--- src/rtl/alu_seq.sv ---
// rtl/alu_seq.sv - handshaked multi-cycle ALU with status flags
//
// Purpose: registered ALU between register-file read and writeback. The
//   logic ops, ADD, SUB and SHL by zero complete in one cycle. SHL by k>0
//   takes k steps, and MUL takes WIDTH shift-add steps.
// Configuration macro: ALU_MUL_EN (defined: opcode 111 is the shift-add
//   multiplier; undefined: opcode 111 returns zero in one cycle).
// Ports:
//   clk, rst                  clock, synchronous active-high reset
//   in_valid/in_ready         operand handshake (in_ready only in IDLE)
//   A, B, ALUOp               operands and opcode, captured at acceptance
//   out_valid/out_ready       result handshake (held until accepted)
//   Result, Zero, Negative, Carry, Overflow   registered result and flags
//   busy                      high while a multi-cycle op executes
module alu_seq #(
  parameter int WIDTH = 16,
  parameter int SHW   = $clog2(WIDTH)
) (
  input  logic             clk,
  input  logic             rst,
  input  logic             in_valid,
  output logic             in_ready,
  input  logic [WIDTH-1:0] A,
  input  logic [WIDTH-1:0] B,
  input  logic [2:0]       ALUOp,
  output logic             out_valid,
  input  logic             out_ready,
  output logic [WIDTH-1:0] Result,
  output logic             Zero,
  output logic             Negative,
  output logic             Carry,
  output logic             Overflow,
  output logic             busy
);

  // Counter must hold WIDTH itself, hence one bit wider than the shift field.
  localparam int CW = SHW + 1;

  typedef enum logic [1:0] {S_IDLE, S_EXEC, S_DONE} state_t;

  state_t           state;
  logic [CW-1:0]    cnt;
  logic [WIDTH-1:0] sh_acc;
  logic [WIDTH:0]   sh_step;   // [WIDTH] is the bit shifted out this step
  logic [WIDTH-1:0] sc_res;
  logic             sc_c;
  logic             sc_v;
  logic [WIDTH:0]   sum_ext;

`ifdef ALU_MUL_EN
  logic               mul_q;
  logic [2*WIDTH-1:0] prod;
  logic [2*WIDTH-1:0] mcand;
  logic [WIDTH-1:0]   mplier;
  logic [2*WIDTH-1:0] prod_next;

  assign prod_next = prod + (mplier[0] ? mcand : '0);
`endif

  assign sh_step = {sh_acc, 1'b0};

  // Single-cycle results, computed straight from the operands being accepted.
  always_comb begin
    sc_res  = '0;
    sc_c    = 1'b0;
    sc_v    = 1'b0;
    sum_ext = '0;
    case (ALUOp)
      3'b000: begin
        sum_ext = {1'b0, A} + {1'b0, B};
        sc_res  = sum_ext[WIDTH-1:0];
        sc_c    = sum_ext[WIDTH];
        sc_v    = (A[WIDTH-1] == B[WIDTH-1]) && (sum_ext[WIDTH-1] != A[WIDTH-1]);
      end
      3'b001: begin
        // Carry-out of A + ~B + 1: 1 means no borrow.
        sum_ext = {1'b0, A} + {1'b0, ~B} + {{WIDTH{1'b0}}, 1'b1};
        sc_res  = sum_ext[WIDTH-1:0];
        sc_c    = sum_ext[WIDTH];
        sc_v    = (A[WIDTH-1] != B[WIDTH-1]) && (sum_ext[WIDTH-1] != A[WIDTH-1]);
      end
      3'b010:  sc_res = A & B;
      3'b011:  sc_res = A | B;
      3'b100:  sc_res = ~A;
      3'b101:  sc_res = A ^ B;
      3'b110:  sc_res = A;      // only reached with a zero shift amount
      default: sc_res = '0;     // 111 without the multiplier
    endcase
  end

  always_ff @(posedge clk) begin
    if (rst) begin
      state     <= S_IDLE;
      in_ready  <= 1'b0;
      out_valid <= 1'b0;
      busy      <= 1'b0;
      Result    <= '0;
      Zero      <= 1'b0;
      Negative  <= 1'b0;
      Carry     <= 1'b0;
      Overflow  <= 1'b0;
      cnt       <= '0;
      sh_acc    <= '0;
`ifdef ALU_MUL_EN
      mul_q     <= 1'b0;
      prod      <= '0;
      mcand     <= '0;
      mplier    <= '0;
`endif
    end else begin
      case (state)
        S_IDLE: begin
          in_ready <= 1'b1;
          if (in_valid && in_ready) begin
            in_ready <= 1'b0;
            if (ALUOp == 3'b110 && B[SHW-1:0] != '0) begin
              sh_acc <= A;
              cnt    <= {1'b0, B[SHW-1:0]};
              busy   <= 1'b1;
              state  <= S_EXEC;
`ifdef ALU_MUL_EN
              mul_q  <= 1'b0;
`endif
            end
`ifdef ALU_MUL_EN
            else if (ALUOp == 3'b111) begin
              mul_q  <= 1'b1;
              prod   <= '0;
              mcand  <= {{WIDTH{1'b0}}, A};
              mplier <= B;
              cnt    <= CW'(WIDTH);
              busy   <= 1'b1;
              state  <= S_EXEC;
            end
`endif
            else begin
              Result    <= sc_res;
              Zero      <= (sc_res == '0);
              Negative  <= sc_res[WIDTH-1];
              Carry     <= sc_c;
              Overflow  <= sc_v;
              out_valid <= 1'b1;
              state     <= S_DONE;
            end
          end
        end

        S_EXEC: begin
          cnt    <= cnt - CW'(1);
          sh_acc <= sh_step[WIDTH-1:0];
`ifdef ALU_MUL_EN
          prod   <= prod_next;
          mcand  <= mcand << 1;
          mplier <= mplier >> 1;
`endif
          // Last step: register the value produced by this step directly.
          if (cnt == CW'(1)) begin
            busy      <= 1'b0;
            out_valid <= 1'b1;
            Overflow  <= 1'b0;
            state     <= S_DONE;
`ifdef ALU_MUL_EN
            if (mul_q) begin
              Result   <= prod_next[WIDTH-1:0];
              Zero     <= (prod_next[WIDTH-1:0] == '0);
              Negative <= prod_next[WIDTH-1];
              Carry    <= |prod_next[2*WIDTH-1:WIDTH];
            end else begin
`else
            begin
`endif
              Result   <= sh_step[WIDTH-1:0];
              Zero     <= (sh_step[WIDTH-1:0] == '0);
              Negative <= sh_step[WIDTH-1];
              Carry    <= sh_step[WIDTH];
            end
          end
        end

        S_DONE: begin
          if (out_ready) begin
            out_valid <= 1'b0;
            in_ready  <= 1'b1;
            state     <= S_IDLE;
          end
        end

        default: state <= S_IDLE;
      endcase
    end
  end

endmodule

--- config.mk ---
export PLATFORM = sky130hd
export DESIGN_NAME = alu_seq
export DESIGN_NICKNAME = d
export VERILOG_FILES = /design/src/rtl/alu_seq.sv
export SDC_FILE = /design/constraint.sdc
export NUM_CORES = 1
export LEC_CHECK = 0
export BUFFER_PORTS_ARGS = -buffer_cell sky130_fd_sc_hd__buf_2
export CAP_MARGIN = 15
export CORE_UTILIZATION = 54
export CTS_CLUSTER_DIAMETER = 40
export DETAILED_ROUTE_END_ITERATION = 8
export GPL_TIMING_DRIVEN = 0
export PLACE_DENSITY = 0.89
export SETUP_SLACK_MARGIN = 0.4
export SYNTH_ARGS = -nofsm -noshare
export SYNTH_HDL_FRONTEND = slang
export SYNTH_SLANG_ARGS = --single-unit
--- constraint.sdc ---
create_clock -name clk -period 3.3 [get_ports clk]
set_input_delay 0.825 -clock clk [delete_from_list [all_inputs] [get_ports clk]]
set_output_delay 0.825 -clock clk [all_outputs]
set_load 0.02 [all_outputs]
==> summary.md, run 1 <==
| Metric | Value |
|---|---|
| Fillcell total | 702 |
| Total track usage | 35.6% |
| WS Path Type | primary input to flop |
| DR pass1 iterations | 9 |
| Most common cell in the netlist | nor2_1 |
| Worst setup SP type | primary input |
| Crit. End Element | flop |
| Total routed wirelength | 18800 um |
| YS warnings | 0 |
| Syn_nets | 813 |
| Seq cells post-synth | 45 |
| Max-cap viol count | 0 |
| Top post-synthesis cells by area | dfxtp_1 (18%), ha_1 (13%), nor2_1 (7.8%), a21oi_1 (6.4%), inv_1 (4.6%) |
| Final period util | 101% |
| Die width | 99.0 um |
| Cell Rows | 35 |
| CTS clock-pin slew for the worst setup and hold paths | 0.09 ns |
| Placer Congestion | 0.996 |
| Insertion delay to the later sink of the worst-skew pair | 0.31 ns |
| Final WS setup | -0.0243 ns |
| Synth cell count leaders | nor2_1 (105), a21oi_1 (65), inv_1 (62) |
| Worst vdd ir | 246 uV |
| Root buffer cell | clkbuf_8 |
| H-tree depth | 2 |
| Final setup violation count | 1 |
| Met1 usage | 47.2% |
| Layout overhead on the synthesized area | 28.3% |
| DRT iter0 DRCs | 814 |
| Post-synthesis sequential area ratio | 17.7% |
| Cells after Synth | 719 |
| F_max | 301 MHz |
| Core area | 9200 um^2 |
| Initial antenna violation count | 0 |
| Final HPWL DP | 12500 um |
| Largest net degree at the start of global routing | 15 |
| DIE AREA | 9800 um^2 |
| Max Buffers Root-to-Sink | 2 |
| Nets | 915 |
| HP Class | flop to flop |
| Clock buffer count from CTS | 5 |
| Area leader, netlist | dfxtp_1 |
| Vias in the first global route | 5619 |
| M3 GR Usage | 5.25% |
| Share of layout cells above drive strength 1 | 26.0% |
| Crit-path max cell delay | 0.36 ns |
| Congestion Overflow GR | 0 |
| PwrDens | 315 nW/um^2 |
| Met2 Use GR | 55.8% |
| Worst Tran Pin Value | 0.881 ns |
| Clk_skew | 0.00536 ns |
| Most used routing layer | met2 |
| Post-synth ARST share | 0% |
| Total number of vias | 6437 |
| P_leak | 0.00280 uW |
| Minimum clock period | 3.32 ns |
| Slowest-stage cell, CP | fa_2 |
| Design Power | 2050 uW |
| Distinct cells, synth | 68 |
| Seq. cell area | 901 um^2 |
| DR WL/cell | 20.1 um |
| Netlist Area Pre-Place | 5080 um^2 |
| Worst Path Required | 3.53 ns |
| Worst path bufs/invs | 6 |
| Relative slew margins | 41.0% |
| Post-route ant nets | 0 |
| First-pass GRT wire length | 27700 um |
| I/O Pins | 62 |
| I/O Buffers | 61 |
| Setup TNS | -0.0243 ns |
| Area of the multi-input gates | 4160 um^2 |
| Via density | 6.90 |
| Hold_buf cts | 0 |
| Number of synthesized flops with an enable pin | 0 |
| Crit Path Max Fanout | 4 |
| RSZ-0062 raised after global routing | yes |
| Critical Path AT | 3.55 ns |
| Die height | 99.0 um |
| Final count of hold timing violations | 0 |
| Crit path cell chain | buf_8 > ha_4 > inv_2 > fa_2 > nor2b_4 > buf_6 > buf_6 > buf_6 > buf_6 > o2111ai_4 > a211oi_2 > o211ai_1 > a311o_1 > nor2_1 > a21o_1 > nand4_1 > o31ai_2 |
| CTS Sinks | 45 |
| Status | finished, violations left |
| Synth top area share | 17.7% |
| Starting Density | 55.2% |
| Crit path max-delay family | compound AO/OA/AOI/OAI gates |
| Top cell by count, worst path | buf_6 |
| Avg Inst Size Synth | 7.07 um^2 |
| # DRC | 9 |
| CTS tree | built |
| Antenna Cells | 0 |
| Violated checks | design-rule violations, negative setup slack |
| Most common flop cell mapped by yosys | dfxtp_1 |
| Pins over their slew limit | 0 |
-- metal layers --
layer | part of all wire [%] | routed length (um)
met2 | 44 | 8210
met1 | 38 | 7140
met3 | 12 | 2310
met5 | 0 | 0
met4 | 5.8 | 1090
-- layout by cell type (no fill, tap or decap), types with 11 or more instances in the layout --
| cell | count |
|---|---|
| buf_4 | 26 |
| ha_1 | 46 |
| o22ai_1 | 19 |
| o21ai_0 | 32 |
| buf_6 | 14 |
| dfxtp_1 | 45 |
| inv_1 | 54 |
| nand2_1 | 38 |
| a21oi_1 | 59 |
| clkbuf_2 | 12 |
| nor2_1 | 102 |
| clkbuf_1 | 20 |
| nand3_1 | 11 |
| buf_2 | 58 |
| nand2b_1 | 14 |
| nor3_1 | 11 |
-- cells by family after synthesis --
group	after synthesis	synth area share [%]
AOI/OAI and AO/OA	252	33.5
and+or+nand+nor	234	21.7
buffers and inverters	111	8.55
adders and majority gates	55	13.8
DFF	45	17.7
muxes	18	3.97
xor gates and xnor gates	4	0.690
-- layout make-up --
cell class / count / share of cell area (%)
plain buffers: 48 / 3.86
clock buffers: 6 / 1.27
clock inverters: 2 / 0.576
inverters: 63 / 4.01
multi-input cells: 563 / 63.9
flip-flops and latches: 45 / 13.8
well taps: 111 / 2.13
repair buffers: 95 / 10.5
-- timing repair --
| action | 4_1_cts | 5_1_grt |
|---|---|---|
| setup buffers | 27 | 7 |
| pin swaps | 39 | 27 |
| endpoints found under the setup margin | 27 | 21 |
| gates resized for setup | 89 | 66 |
-- flip-flops by register name (all words and copies together), names as in the netlist --
name,cells
out_valid,1
sh_acc,16
in_ready,1
busy,1
Zero,1
Overflow,1
state,2
Carry,1
cnt,5
Result,16
-- path summary, 6_finish.rpt --
| kind | depth (start not counted) | slack, ns | end | from |
|---|---|---|---|---|
| worst max-delay path | 17 | -0.02 | Zero$_SDFFE_PP0P_ | A[0] |
| worst min-delay path | 2 | 0.46 | Result[1]$_SDFFE_PP0P_ | Result[1]$_SDFFE_PP0P_ |
| worst max register to register | 9 | 0.86 | Carry$_SDFFE_PP0P_ | cnt[0]$_SDFFE_PP0P_ |
| worst min register to register | 2 | 0.46 | Result[1]$_SDFFE_PP0P_ | Result[1]$_SDFFE_PP0P_ |
-- report_power, final --
group | internal, uW | switching (uW)
sequential | 575 | 21.2
combinational | 412 | 591
clock | 246 | 205
total | 1230 | 817
-- worst register-to-register path: cells and delay by family (launching register included) --
| family | cells | cell delay, ns |
|---|---|---|
| buffers and inverters | 1 | 0.44 |
| adder cells (fa/ha/maj) | 1 | 0.19 |
| AO/OA/AOI/OAI | 4 | 0.57 |
| flip-flops | 1 | 0.42 |
| AND/OR/NAND/NOR | 3 | 0.68 |
-- metrics by stage --
stage          instances  hold WS (ns)  cell area, um^2  setup slack, ns  util (%)
6_report             933         0.457             6520          -0.0243      70.9
4_1_cts              926         0.456             6280           0.0619      68.3
3_5_place_dp         891         0.444             5600           -0.505      60.9
3_3_place_gp         891         0.440             5600           -0.481      60.9
2_1_floorplan        719         0.455             5160          0.00956         -
5_1_grt              933         0.472             6520          -0.0313      70.9
Note: power is estimated with default switching activity, not from simulation.
==> run 2, diff against run 1 <==
--- a/config.mk
+++ b/config.mk
@@ -7,11 +7,12 @@
 export LEC_CHECK = 0
 export BUFFER_PORTS_ARGS = -buffer_cell sky130_fd_sc_hd__buf_2
 export CAP_MARGIN = 15
+export CORE_MARGIN = 2
 export CORE_UTILIZATION = 54
 export CTS_CLUSTER_DIAMETER = 40
 export DETAILED_ROUTE_END_ITERATION = 8
 export GPL_TIMING_DRIVEN = 0
-export PLACE_DENSITY = 0.89
+export PLACE_DENSITY = 0.78
 export SETUP_SLACK_MARGIN = 0.4
 export SYNTH_ARGS = -nofsm -noshare
 export SYNTH_HDL_FRONTEND = slang
==> run 2 against run 1 <==
The flow now finishes without violations. Core utilization rose by 0.34 points. Die area increased by 4.1%. Non-clock buffer count decreased by 3. Global-route usage is 0.25 points higher. Sequential share of layout area down 0.066 points.
==> summary.md, run 2 (synthesized netlist as in run 1, its figures left out) <==
| Metric | Value |
|---|---|
| I/O Buffers | 61 (unchanged) |
| Dpl cells | 891 (unchanged) |
| Top flop regs | Result x16, sh_acc x16, cnt x5 |
| I/O Pins | 62 (unchanged) |
| Largest net degree at the start of global routing | 14 (-1) |
| Crit path cell chain | buf_8 > ha_4 > inv_2 > fa_2 > buf_6 > nor2b_4 > o31a_1 > a2111o_1 > nand4_1 > a21oi_2 > or4_4 > and4bb_1 > nand4_1 > o31ai_2 |
| Final core occ | 71.2% (+0.34 points) |
| Crit Path Max Fanout | 4 (unchanged) |
| Status | complete, no violations |
| DRT iter0 DRCs | 644 (-21%) |
| First-pass GRT wire length | 29100 um (+5.2%) |
| Placed cell areas | 5600 um^2 (unchanged) |
| Max-cap viol count | 0 (unchanged) |
| Die width | 101 um (+2.0%) |
| DR WL/cell | 20.5 um (+1.9%) |
| Worst Tran Pin Value | 0.957 ns (+0.0760 ns) |
| Finished layout cell area | 6550 um^2 (+0.48%) |
| Layout overhead on the synthesized area | 28.9% |
| Commonest non-fill, non-tap cell in the layout | nor2_1 |
| HP Class | flop to flop |
| Crit-path max cell delay | 0.55 ns (+0.19 ns) |
| F_max | 303 MHz (+0.75%) |
| Max Buffers Root-to-Sink | 2 (unchanged) |
| H-tree depth | 2 (unchanged) |
| Antenna Cells | 0 (unchanged) |
| Total routed wirelength | 19000 um (+1.4%) |
| Final HPWL DP | 13300 um (+6.5%) |
| Final setup violation count | 0 (-1) |
| Worst setup SP type | primary input |
| Clk_skew | 0.00667 ns (+0.00130 ns) |
| Hold slack final | 0.454 ns (-0.00239 ns) |
| Total track usage | 35.9% (+0.25 points) |
| Die height | 101 um (+2.0%) |
| WS Path Type | primary input to flop |
| Hold_buf cts | 0 (unchanged) |
| Final period util | 100% (-0.75 points) |
| Congestion Overflow GR | 0 (unchanged) |
| CTS Sinks | 45 (unchanged) |
| DIE AREA | 10200 um^2 (+4.1%) |
| Worst path bufs/invs | 3 (-3) |
| Initial antenna violation count | 0 (unchanged) |
| Worst Path Required | 3.52 ns (about the same) |
| Minimum clock period | 3.30 ns (-0.0247 ns) |
| Placer Congestion | 0.981 (-1.5%) |
| Insertion delay to the later sink of the worst-skew pair | 0.30 ns (about the same) |
| CTS tree | built |
| CTS clock-pin slew for the worst setup and hold paths | 0.09 ns (about the same) |
| Clock buffer count from CTS | 5 (unchanged) |
| Via density | 6.78 (-1.8%) |
| RSZ-0062 raised after global routing | yes |
| PwrDens | 308 nW/um^2 (-2.2%) |
| Nets | 912 (-0.33%) |
| Critical Path AT | 3.52 ns (-0.03 ns) |
| Core area | 9200 um^2 (unchanged) |
| Most frequent cells in the layout | nor2_1 (101), buf_2 (57), a21oi_1 (56) |
| Relative slew margins | 35.9% (-5.1 points) |
| DR pass1 iterations | 7 (-2) |
| Total number of vias | 6295 (-2.2%) |
| Fillcell total | 764 (+8.8%) |
| Top cell by count, worst path | nand4_1 |
| Worst vdd ir | 253 uV (+2.8%) |
| Share of layout cells above drive strength 1 | 27.1% (+1.1 points) |
| Slowest-stage cell, CP | or4_4 |
| Final count of hold timing violations | 0 (unchanged) |
| Pins over their slew limit | 0 (unchanged) |
| Layout Cells excl Fill | 929 (-0.43%) |
| Vias in the first global route | 5939 (+5.7%) |
| P_leak | 0.00279 uW (-0.50%) |
| Post-route ant nets | 0 (unchanged) |
| # DRC | 0 (-9) |
| Root buffer cell | clkbuf_8 |
| Starting Density | 55.2% (unchanged) |
| Crit path max-delay family | simple AND/OR/NAND/NOR gates |
| Cell Rows | 35 (unchanged) |
| Crit. End Element | flop |
==> run 2: cell count changes in the layout (fill, tap and decap cells not counted), moves of 3 or more <==
cell | previous run | this run
a21oi_1 | 59 | 56
a21oi_2 | 4 | 7
buf_4 | 26 | 29
ha_1 | 46 | 43
inv_1 | 54 | 50
inv_2 | 2 | 6
==> run 2: cell type report <==
class	count	area, um^2	area share (%)
Sequential cell	45	901	13.8
Buffer	48	259	3.95
Clock inverter	2	35.0	0.535
Tap cell	111	139	2.12
Clock buffer	5	68.8	1.05
Multi-Input combinational cell	563	4230	64.6
Inverter	63	264	4.03
Timing Repair Buffer	92	651	9.93
==> run 2: per-stage QoR <==
stage	TNS, ns	total power [uW]	worst slack, ns
2_1_floorplan	0	1150	0.00956
3_3_place_gp	-3.76	1360	-0.567
3_5_place_dp	-4.33	1380	-0.586
4_1_cts	0	1900	0.0144
5_1_grt	-0.121	2110	-0.118
6_report	0	2020	0.000450
==> run 2: worst register-to-register path: stages (launching register included) <==
cell	delay (ns)
dfxtp_1	0.43
ha_1	0.20
nor4b_1	0.28
a21oi_1	0.17
o31ai_4	0.10
nor2b_1	0.20
nor2_1	0.08
nor4_2	0.25
and4bb_1	0.25
nand4_1	0.11
o31ai_2	0.20
==> run 2: layer usage <==
metal | part of all wire, % | wire [um] | global-route usage [%] | vias to the layer above
met5 | 0 | 0 | 0 | -
met4 | 4.7 | 900 | 16.6 | 0
met3 | 11 | 2110 | 5.27 | 96
met2 | 47 | 8860 | 59.7 | 450
met1 | 38 | 7150 | 45.7 | 2940
li1 | - | - | - | 2809
==> run 2: path summary, 6_finish.rpt <==
check / start / to / slack [ns] / cells after the start
worst max-delay path: B[0] / Zero$_SDFFE_PP0P_ / 0.0004 / 14
worst min-delay path: Result[1]$_SDFFE_PP0P_ / Result[1]$_SDFFE_PP0P_ / 0.45 / 2
worst max register to register: cnt[0]$_SDFFE_PP0P_ / Zero$_SDFFE_PP0P_ / 0.96 / 10
worst min register to register: Result[1]$_SDFFE_PP0P_ / Result[1]$_SDFFE_PP0P_ / 0.45 / 2
==> run 2: timing repair <==
action | in CTS | in global routing
gates cloned | 0 | 0
pin swaps | 47 | 38
resized for setup | 100 | 73
endpoints found under the setup margin | 29 | 27
setup buffers | 22 | 9
==> run 2: power breakdown <==
group | internal [uW] | switching [uW]
sequential | 575 | 21.3
combinational | 416 | 595
clock | 220 | 188
